## config.mk

```make
export PLATFORM = sky130hd
export DESIGN_NAME = traffic_light_monitor
export DESIGN_NICKNAME = d
export VERILOG_FILES = /design/src/rtl/traffic_pkg.sv /design/src/rtl/light_decode.sv /design/src/rtl/traffic_light_monitor.sv
export SDC_FILE = /design/constraint.sdc
export NUM_CORES = 1
export LEC_CHECK = 0
export BUFFER_PORTS_ARGS = -buffer_cell sky130_fd_sc_hd__clkbuf_2
export CORE_MARGIN = 3
export CORE_UTILIZATION = 57
export CTS_CLUSTER_SIZE = 14
export DETAILED_ROUTE_END_ITERATION = 7
export PLACE_DENSITY = 0.89
export SYNTH_ARGS = -nofsm -noshare
export SYNTH_HDL_FRONTEND = slang
export SYNTH_SLANG_ARGS = --single-unit
```

## constraint.sdc

```tcl
create_clock -name clk -period 6.4 [get_ports clk]
set_input_delay 1.28 -clock clk [delete_from_list [all_inputs] [get_ports clk]]
set_output_delay 1.28 -clock clk [all_outputs]
set_load 0.01 [all_outputs]
```

## src/rtl/traffic_pkg.sv

```systemverilog
// traffic_pkg
// Shared definitions for the traffic light controller and its monitor.
//   phase_e      : decoded phase of the two-way intersection
//   CODE_*       : lamp codes {R1,Y1,G1,R2,Y2,G2} for each legal phase
//   is_run()     : true for the five running phases A..AR
//   legal_succ() : true when a phase change follows the signal plan
package traffic_pkg;

  typedef enum logic [2:0] {
    PH_IDLE = 3'd0,
    PH_A    = 3'd1,  // G1 / R2
    PH_B    = 3'd2,  // Y1 / R2
    PH_C    = 3'd3,  // R1 / G2
    PH_D    = 3'd4,  // R1 / Y2
    PH_AR   = 3'd5,  // all red
    PH_ILL  = 3'd7
  } phase_e;

  localparam logic [5:0] CODE_A  = 6'b001100;
  localparam logic [5:0] CODE_B  = 6'b010100;
  localparam logic [5:0] CODE_C  = 6'b100001;
  localparam logic [5:0] CODE_D  = 6'b100010;
  localparam logic [5:0] CODE_AR = 6'b100100;

  function automatic logic is_run(input phase_e p);
    return (p == PH_A) || (p == PH_B) || (p == PH_C) ||
           (p == PH_D) || (p == PH_AR);
  endfunction

  // Signal plan: A->B, B->C|AR, C->D, D->A|AR, AR->A|C.
  // From IDLE or ILL any running phase is acceptable.
  function automatic logic legal_succ(input phase_e from_p, input phase_e to_p);
    logic ok;
    case (from_p)
      PH_A:    ok = (to_p == PH_B);
      PH_B:    ok = (to_p == PH_C) || (to_p == PH_AR);
      PH_C:    ok = (to_p == PH_D);
      PH_D:    ok = (to_p == PH_A) || (to_p == PH_AR);
      PH_AR:   ok = (to_p == PH_A) || (to_p == PH_C);
      default: ok = is_run(to_p);
    endcase
    return ok;
  endfunction

endpackage

```

## src/rtl/light_decode.sv

```systemverilog
// light_decode
// Purely combinational lamp-code decoder.
//   code_i  [5:0] : {R1,Y1,G1,R2,Y2,G2}
//   phase_o       : matching phase, PH_ILL for any code outside the plan
module light_decode
  import traffic_pkg::*;
(
  input  logic [5:0] code_i,
  output phase_e     phase_o
);

  always_comb begin
    phase_o = PH_ILL;
    case (code_i)
      CODE_A:  phase_o = PH_A;
      CODE_B:  phase_o = PH_B;
      CODE_C:  phase_o = PH_C;
      CODE_D:  phase_o = PH_D;
      CODE_AR: phase_o = PH_AR;
      default: phase_o = PH_ILL;
    endcase
  end

endmodule

```

## src/rtl/traffic_light_monitor.sv

```systemverilog
// traffic_light_monitor
// Watches the lamp drives of a two-way traffic light controller, tracks
// the current phase, measures how long each phase lasted and raises
// sticky error flags for unsafe lamp combinations, illegal codes,
// out-of-plan phase changes and wrong phase lengths.
// Ports:
//   clk, rst_n               : clock, asynchronous active-low reset
//   R1,Y1,G1,R2,Y2,G2        : observed lamp drives
//   Tgreen, Tyellow [W-1:0]  : expected green / yellow lengths (cycles)
//   err_clr                  : synchronous clear of the sticky flags
//   phase [2:0]              : current decoded phase (the monitor state)
//   dur [W-1:0], dur_phase   : length and identity of last completed phase
//   dur_valid                : one-cycle pulse, dur/dur_phase just updated
//   err_conflict, err_code, err_seq, err_timing : sticky error flags
// dur_valid has no back-pressure: a consumer must capture dur/dur_phase
// in the cycle dur_valid is high; they stay stable until the next pulse.
module traffic_light_monitor
  import traffic_pkg::*;
#(
  parameter int W = 8
) (
  input  logic         clk,
  input  logic         rst_n,
  input  logic         R1,
  input  logic         Y1,
  input  logic         G1,
  input  logic         R2,
  input  logic         Y2,
  input  logic         G2,
  input  logic [W-1:0] Tgreen,
  input  logic [W-1:0] Tyellow,
  input  logic         err_clr,
  output logic [2:0]   phase,
  output logic [W-1:0] dur,
  output logic [2:0]   dur_phase,
  output logic         dur_valid,
  output logic         err_conflict,
  output logic         err_code,
  output logic         err_seq,
  output logic         err_timing
);

  localparam logic [W-1:0] CNT_MAX = '1;
  localparam logic [W-1:0] CNT_ONE = {{(W-1){1'b0}}, 1'b1};

  phase_e         dec_phase;
  phase_e         phase_q, phase_d;
  logic [W-1:0]   cnt_q, cnt_d;
  logic [W-1:0]   dur_q, dur_d;
  phase_e         dur_phase_q, dur_phase_d;
  logic           dur_valid_q, dur_valid_d;
  logic           err_conflict_q, err_conflict_d;
  logic           err_code_q, err_code_d;
  logic           err_seq_q, err_seq_d;
  logic           err_timing_q, err_timing_d;
  logic           conflict_hit, code_hit, seq_hit, timing_hit;

  light_decode u_decode (
    .code_i  ({R1, Y1, G1, R2, Y2, G2}),
    .phase_o (dec_phase)
  );

  always_comb begin
    phase_d     = phase_q;
    cnt_d       = cnt_q;
    dur_d       = dur_q;
    dur_phase_d = dur_phase_q;
    dur_valid_d = 1'b0;
    code_hit    = 1'b0;
    seq_hit     = 1'b0;
    timing_hit  = 1'b0;
    // Unsafe lamp combination is judged on every sample, phase change or not.
    conflict_hit = (!R1 && !R2) || (G1 && G2);

    if (dec_phase == phase_q) begin
      if (cnt_q != CNT_MAX) cnt_d = cnt_q + CNT_ONE;
    end else begin
      phase_d = dec_phase;
      cnt_d   = CNT_ONE;
      // Only running phases produce a duration report; IDLE and ILL do not.
      if (is_run(phase_q)) begin
        dur_d       = cnt_q;
        dur_phase_d = phase_q;
        dur_valid_d = 1'b1;
        case (phase_q)
          PH_A, PH_C: timing_hit = (cnt_q != Tgreen);
          PH_B, PH_D: timing_hit = (cnt_q != Tyellow);
          default:    timing_hit = 1'b0;
        endcase
        seq_hit = is_run(dec_phase) && !legal_succ(phase_q, dec_phase);
      end
      code_hit = (dec_phase == PH_ILL);
    end

    // A fresh error on the clearing edge keeps the flag set.
    err_conflict_d = (err_conflict_q && !err_clr) || conflict_hit;
    err_code_d     = (err_code_q     && !err_clr) || code_hit;
    err_seq_d      = (err_seq_q      && !err_clr) || seq_hit;
    err_timing_d   = (err_timing_q   && !err_clr) || timing_hit;
  end

  always_ff @(posedge clk or negedge rst_n) begin
    if (!rst_n) begin
      phase_q        <= PH_IDLE;
      cnt_q          <= '0;
      dur_q          <= '0;
      dur_phase_q    <= PH_IDLE;
      dur_valid_q    <= 1'b0;
      err_conflict_q <= 1'b0;
      err_code_q     <= 1'b0;
      err_seq_q      <= 1'b0;
      err_timing_q   <= 1'b0;
    end else begin
      phase_q        <= phase_d;
      cnt_q          <= cnt_d;
      dur_q          <= dur_d;
      dur_phase_q    <= dur_phase_d;
      dur_valid_q    <= dur_valid_d;
      err_conflict_q <= err_conflict_d;
      err_code_q     <= err_code_d;
      err_seq_q      <= err_seq_d;
      err_timing_q   <= err_timing_d;
    end
  end

  assign phase        = phase_q;
  assign dur          = dur_q;
  assign dur_phase    = dur_phase_q;
  assign dur_valid    = dur_valid_q;
  assign err_conflict = err_conflict_q;
  assign err_code     = err_code_q;
  assign err_seq      = err_seq_q;
  assign err_timing   = err_timing_q;

endmodule

```

==> results of run 1 <==
## final timing paths
kind / startpoint / depth (start not counted) / end / slack [ns]
min reg2reg: dur[1]$_DFFE_PN0P_ / 1 / dur[1]$_DFFE_PN0P_ / 0.52
max reg2reg: phase[0]$_DFFE_PN0N_ / 5 / dur_phase[0]$_DFFE_PN0P_ / 3.75
max: G1 / 7 / dur_phase[0]$_DFFE_PN0P_ / 2.67
max in group asynchronous: rst_n / 1 / phase[1]$_DFFE_PN0N_ / 5.02
min: dur[1]$_DFFE_PN0P_ / 1 / dur[1]$_DFFE_PN0P_ / 0.52
min in group asynchronous: rst_n / 1 / dur[7]$_DFFE_PN0P_ / 0.96
## through the flow
step	power (W)	cell area, um2	worst slack [ns]	std cells	hold slack [ns]
finish	0.000428	1990	2.67	257	0.522
global route	0.000458	1990	2.54	257	0.546
CTS	0.000433	1990	2.67	257	0.524
detailed placement	0.000362	1970	2.34	253	0.490
global placement	0.000356	1970	2.39	253	0.488
floorplan	0.000315	1780	3.05	190	0.516
## metal layers
metal | vias up | part of all wire | routed length (um)
met2 | 60 | 0.49 | 1880
met1 | 753 | 0.43 | 1630
met5 | - | 0 | 0
li1 | 759 | - | -
met4 | 0 | 0.017 | 65
met3 | 6 | 0.065 | 249
## final cells by class
class                           count  area share
Multi-Input combinational cell    139       0.496
Clock buffer                        4      0.0132
Sequential cell                    27       0.339
Timing Repair Buffer               43       0.108
Inverter                           13      0.0245
Tap cell                           31      0.0195
## power breakdown
| group | switching, W | internal [W] | leakage (nW) | total [W] |
|---|---|---|---|---|
| Combinational | 0.0000671 | 0.0000624 | 0.594 | 0.000130 |
| Sequential | 0.0000316 | 0.000197 | 0.334 | 0.000228 |
| Clock | 0.0000459 | 0.0000244 | 0.0150 | 0.0000702 |
| Total | 0.000145 | 0.000284 | 0.943 | 0.000428 |
## sequential cells by signal, summed over array words and instances, names as in the netlist
signal,cells
phase,3
cnt_q,8
err_seq,1
err_code,1
err_timing,1
dur_phase,3
err_conflict,1
dur,8
dur_valid,1
## synthesized netlist by cell type (2+ instances only)
library cell	count	area, um2
sky130_fd_sc_hd__xor2_1	10	87.6
sky130_fd_sc_hd__inv_1	13	48.8
sky130_fd_sc_hd__o21ai_0	3	15.0
sky130_fd_sc_hd__nand2_1	10	37.5
sky130_fd_sc_hd__o221ai_1	3	26.3
sky130_fd_sc_hd__a21oi_1	9	45.0
sky130_fd_sc_hd__mux2i_1	6	60.1
sky130_fd_sc_hd__nand4_1	2	12.5
sky130_fd_sc_hd__o22ai_1	4	25.0
sky130_fd_sc_hd__buf_2	2	10.0
sky130_fd_sc_hd__nor3b_1	4	30.0
sky130_fd_sc_hd__nor3_1	6	30.0
sky130_fd_sc_hd__clkbuf_1	4	15.0
sky130_fd_sc_hd__and2_1	2	12.5
sky130_fd_sc_hd__nand2b_1	5	31.3
sky130_fd_sc_hd__buf_1	2	7.51
sky130_fd_sc_hd__a21o_1	2	15.0
sky130_fd_sc_hd__or3_1	2	12.5
sky130_fd_sc_hd__o41ai_1	2	17.5
sky130_fd_sc_hd__o31ai_1	2	15.0
sky130_fd_sc_hd__mux2_2	9	101
sky130_fd_sc_hd__nor2b_1	2	12.5
sky130_fd_sc_hd__xnor2_1	6	52.6
sky130_fd_sc_hd__and3_1	4	25.0
sky130_fd_sc_hd__nand3_1	6	30.0
sky130_fd_sc_hd__buf_6	2	22.5
sky130_fd_sc_hd__a211oi_1	2	15.0
sky130_fd_sc_hd__or2_2	2	12.5
sky130_fd_sc_hd__nor2_1	13	48.8
sky130_fd_sc_hd__and3b_1	2	17.5
sky130_fd_sc_hd__dfrtp_1	27	676
## cells by family (layout without fill, tap and decap cells)
logic type / count (synthesis) / after routing / share of synthesized area
simple gates: 65 / 65 / 0.206
compound gates: 42 / 42 / 0.174
flops: 27 / 27 / 0.381
buf+inv: 24 / 60 / 0.0627
xor+xnor: 16 / 16 / 0.0789
mux: 15 / 15 / 0.0909
fa+ha+maj: 1 / 1 / 0.00705
==> out/results.txt, run 1 <==
The flow ran to the end, and the final reports show no timing, DRC or antenna violations. The tools report the number of slew-limit violations in the final report as 0. In this run the count of I/O pins placed on the die edge is 44. Max-cap violations in this run came to 0. The mean routed wirelength per cell works out to 14.9 um. The total overflow reported by the global router was 0; the maximum fanout along the worst path was 11. The floorplan has 19 rows.

The slowest stage of the critical path is the sky130_fd_sc_hd__a21oi_1 cell. From synthesis to final layout, the design area changed by 12.3%. The logs give 0.218 mV for the worst ir drop on vdd and 84 for the initial DRC count. The final layout contains 253 nets.

Leaving out fill and tap cells, the most frequent cell in the layout is sky130_fd_sc_hd__clkbuf_2. During synthesis, Yosys emitted a total of 0 warnings. Clock root buffer master: sky130_fd_sc_hd__clkbuf_4. In this run the vertical extent of the chip is 61.8 um. The post-CTS setup buffer count was 0; the count of unresolved DRC violations after routing was 0.

The share of the core filled with cells was 0.699. The synthesized design contains 27 register bits. The count of flip-flops with a built-in enable after synthesis is 0, and the data arrival time of the critical path is 3.95 ns. Via count normalized by instance count: 6.14.

The number of antenna violations at the first check in global routing was 0. The class of the worst hold path was reg2reg. The number of I/O port buffers is 43, and the worst path required time is 6.61 ns.

In this run the static leakage power is 0.943 nW. The run gives 0.909 as the final weighted congestion in routability-driven placement. Adding up every negative setup slack in the final design gives 0 ns. The core area is 2850 um2. Setup repair after global routing left no endpoint under its margin. Leaving out fill and tap cells, the most frequent cells in the layout are sky130_fd_sc_hd__clkbuf_2, sky130_fd_sc_hd__dfrtp_1, sky130_fd_sc_hd__inv_1, sky130_fd_sc_hd__nor2_1. The areal power density over the cells is 215 nW/um2, and the level count of the clock H-tree is 1. The layout cell share with drive strength beyond 1 works out to 0.274. The final cycle utilization of the critical path is 0.584. The endpoint type of the worst setup path is a flop. The critical path goes through clkbuf_2, or4b_4, or3_1, o221ai_1, a41oi_1, a21oi_1, mux2_2.

In the final layout, the multi-input gates occupy 988 um2. For the buffer depth of the longest clock path, the log shows 2. The most used flip-flop cell after synthesis is sky130_fd_sc_hd__dfrtp_1. The first-pass detailed-route iteration total is 4. Once the clock tree was built, the resizer swapped 0 gates to a different size. The layer flagged by global routing as most heavily used is met2.

The die covers 3820 um2. Clock-pin slew was measured on the worst setup and hold paths at 0.13 ns. CTS saw 27 sinks. The worst path in the final design needs a cycle of 3.73 ns, including I/O delays and setup.

Summed over all nets, the half-perimeter wirelength after detailed placement is 2.97 mm. The number of hold buffers added after CTS was 0. When the netlist entered floorplanning its net count stood at 216. The die width came out at 61.8 um.

Counting the fill cells in the layout gives 226. The global-route total usage across every layer is 0.215. The mapped netlist covers 1780 um2.

The number of global-route vias before repair is 1388. The first global-routing pass estimated 6.19 mm of wire. Total setup violations reported at the end of the flow: 0.

The relative slew slack is 0.277, and the met1 routing resource usage after global routing is 0.296. The effective utilization at floorplan was 0.622; the transition time of the tightest slew-check pin was 1.09 ns. The total buffers and inverters traversed by the critical path was 1. The run gives 0.347 as the met2 global-route usage.

The fraction of the yosys area taken by sequential cells came out at 0.381. Share of synthesized registers carrying an async set or reset: 1.00. The detailed router placed 1578 vias in this run. Synthesis produced 190 cells. TritonCTS created 3 clock buffers. The average cell area after synthesis is 9.34 um2, and the number of nets with antenna violations after routing is 0. The total wire length after detailed routing came out at 3.83 mm. Number of hold-slack violations in the final timing report: 0.

The antenna cell count was 0; the clock latency of the later-clocked register in the worst-skew pair was 0.31 ns. Area taken by flip-flops and latches: 676 um2. Kind of cell adding the most delay to the critical path: compound AO/OA/AOI/OAI gates. The tools report the pin count of the biggest net entering global routing as 28. TritonCTS built the clock tree. The worst setup path is of the in2reg kind. The number of different library cells used by synthesis comes to 53. The category of the worst setup path launch point is a primary input. The logs give 0.0434 for the met3 global-route usage and 268 MHz for the achievable clock frequency. Across the routed clock network, the largest skew measured is 0.00320 ns. Stage delay of the slowest cell on the critical path: 0.87 ns.
Note: power is estimated with default switching activity, not from simulation.
==> inputs of run 2 (changes only) <==
- CORE_UTILIZATION: 57 -> 48
- PLACE_DENSITY: 0.89 -> 0.8
- clock period: 6.4 -> 3.2 ns (I/O delays scaled with it)
==> out/results.txt, run 2 (same netlist as run 1, synthesis figures left out) <==
The buffer depth of the longest clock path is 2 (unchanged). The number of nets with antenna violations after routing came out at 0 (unchanged). The total setup violations reported at the end of the flow was 0 (unchanged); the first-pass detailed-route iteration total was 4 (unchanged).

The area growth from synthesis to layout is 15.9%. The global-route total usage across every layer was 0.191 (-0.0242); the leakage power of the design was 0.964 nW (+2.2%). The clock latency of the later-clocked register in the worst-skew pair is 0.28 ns (-0.03 ns). The share of the core filled with cells is 0.598 (-0.101).

Initial DRC count: 163 (+94%). The worst ir drop on vdd is 0.302 mV (+38%), and the total overflow reported by the global router is 0 (unchanged). The logs give 44 (unchanged) for the I/O pin count and 6.51 mm (+5.1%) for the wire length of the first global-routing pass. The antenna cell count came out at 0 (unchanged).

The logs give 1419 (+2.2%) for the number of global-route vias before repair and 275 (+7.0%) for the post-route non-filler standard cell count. The type of the worst setup path is in2reg. TritonCTS built the clock tree. The library cell used most frequently in the layout, excluding fill and tap cells, is sky130_fd_sc_hd__clkbuf_2.

The number of placement rows came out at 21 (+2). Number of I/O port buffers: 43 (unchanged). For this design, the slowest cell found on the critical path is sky130_fd_sc_hd__or4b_4.

The worst setup skew after layout is 0.00173 ns (-0.00147 ns), and the hold-fix buffer count after cts is 0 (unchanged). Walking the worst path, the cells encountered are clkbuf_2, or4b_4, or3_1, o221ai_1, a41oi_1, a21oi_1, buf_4, mux2_2. The layout cell share with drive strength beyond 1 is 0.288 (+0.0139), and the final weighted congestion in routability-driven placement is 0.926 (+1.8%). Class of the worst hold path: in2async.

The tools report the number of gates resized after CTS as 0 (unchanged). For the relative slew slack, the log shows 0.518 (+0.241). The die outline height was 66.8 um (+8.1%). In the layout the commonest cells are sky130_fd_sc_hd__clkbuf_2, sky130_fd_sc_hd__dfrtp_1, sky130_fd_sc_hd__inv_1, sky130_fd_sc_hd__nor2_1. For the number of filler cells placed in the layout, the log shows 304 (+35%). The flow ran to the end, and the final reports show no timing, DRC or antenna violations. Count of max-cap constraint violations: 0 (unchanged).

The number of clock sinks is 27 (unchanged). The tools report the number of slew-limit violations in the final report as 0 (unchanged). The setup TNS came out at 0 ns (unchanged).

Setup repair after global routing left no endpoint under its margin. The number of buffers added by the clock tree synthesis step is 3 (unchanged). The instance area after placement came out at 2010 um2 (+2.1%).

Derived from the worst setup path, the maximum achievable clock frequency is 386 MHz. The overall via count from detail_route is 1598 (+1.3%), and the die width is 66.8 um (+8.1%). The final cycle utilization of the critical path is 0.809.

Category of the worst setup path launch point: a primary input. Subtracting the final worst setup slack from the clock period gives 2.59 ns. The number of hold-slack violations in the final timing report came out at 0 (unchanged). For the layout net count, the log shows 256 (+1.2%). The via count normalized by instance count works out to 5.81 (-5.4%). The effective utilization at floorplan is 0.516 (-0.107), and the data arrival time of the critical path is 2.76 ns (-1.19 ns). The run gives 0 (unchanged) as the count of unresolved DRC violations after routing. The number of antenna violations at the first check in global routing was 0 (unchanged). The total placed cells including tap cells is 271 (+7.1%), and the level count of the clock H-tree is 1 (unchanged).

The clock-pin transition on the worst setup and hold timing paths came out at 0.10 ns (-0.03 ns). The tools report the post-CTS setup buffer count as 0 (unchanged). The transition time of the tightest slew-check pin was 0.721 ns (-0.364 ns); the maximum fanout along the worst path was 11 (unchanged). The worst setup path is captured at a flop.

The finished layout cell area is 2060 um2 (+3.2%), and the post-DP HPWL is 3.06 mm (+3.1%). The tree is rooted in a sky130_fd_sc_hd__clkbuf_8. The worst path required time is 3.37 ns (-3.24 ns), and the mean routed wirelength per cell is 15.0 um (+0.61%). The pin count of the biggest net entering global routing was 28 (unchanged).

For the core area, the log shows 3440 um2 (+21%). The areal power density over the cells is 447 nW/um2 (+110%), and the total wire length after detailed routing is 4.12 mm (+7.7%). Die outline area: 4460 um2 (+17%). The stage delay of the slowest cell on the critical path was 0.57 ns (-0.30 ns).
## run 2: cell count changes in the layout (fill, tap and decap cells not counted), sizes merged
cell      previous run  this run
buf                  0         3
clkbuf              47        46
clkinvlp             0         1
## run 2: per-layer routing
metal / wire length, um / GRT usage
met5: 0 / 0
met4: 65 / 0.0711
met3: 234 / 0.0304
met2: 1880 / 0.278
met1: 1940 / 0.283
## run 2: per-stage QoR
| step | hold slack (ns) | total power (W) | worst slack, ns |
|---|---|---|---|
| 6_report | 0.369 | 0.000918 | 0.610 |
| 2_1_floorplan | 0.344 | 0.000630 | 0.486 |
| 3_3_place_gp | 0.489 | 0.000713 | 0.378 |
| 5_1_grt | 0.423 | 0.000974 | 0.523 |
| 3_5_place_dp | 0.497 | 0.000723 | 0.337 |
| 4_1_cts | 0.394 | 0.000922 | 0.632 |
## run 2: final timing paths
path	start	endpoint	slack (ns)	cells after the start
setup / recovery	G2	dur[6]$_DFFE_PN0P_	0.61	8
min in group clk	dur[2]$_DFFE_PN0P_	dur[2]$_DFFE_PN0P_	0.52	1
setup reg to reg	phase[1]$_DFFE_PN0N_	err_timing$_DFF_PN0_	0.87	6
hold reg to reg	dur[2]$_DFFE_PN0P_	dur[2]$_DFFE_PN0P_	0.52	1
hold / removal	rst_n	cnt_q[3]$_DFFE_PN0P_	0.37	1
max in group asynchronous	rst_n	phase[1]$_DFFE_PN0N_	2.42	1
## run 2: final cells by class
| type | instances | area [um2] | share of cell area |
|---|---|---|---|
| clock buffers | 3 | 41.3 | 0.0201 |
| clock inverters | 1 | 7.51 | 0.00365 |
| repair buffers | 46 | 238 | 0.116 |
| inverters | 13 | 48.8 | 0.0237 |
| multi-input cells | 139 | 988 | 0.481 |
| flip-flops and latches | 27 | 676 | 0.328 |
| well taps | 46 | 57.6 | 0.0280 |
## run 2: worst max-delay path, delay by kind of cell
kind,cells,cell delay [ns]
compound gates,3,0.47
buf+inv,2,0.38
mux,1,0.36
simple gates,2,0.91
## run 2: where the power goes
group | internal (W) | switching [W]
combinational | 0.000126 | 0.000132
clock | 0.0000887 | 0.000114
sequential | 0.000394 | 0.0000649
total | 0.000608 | 0.000311
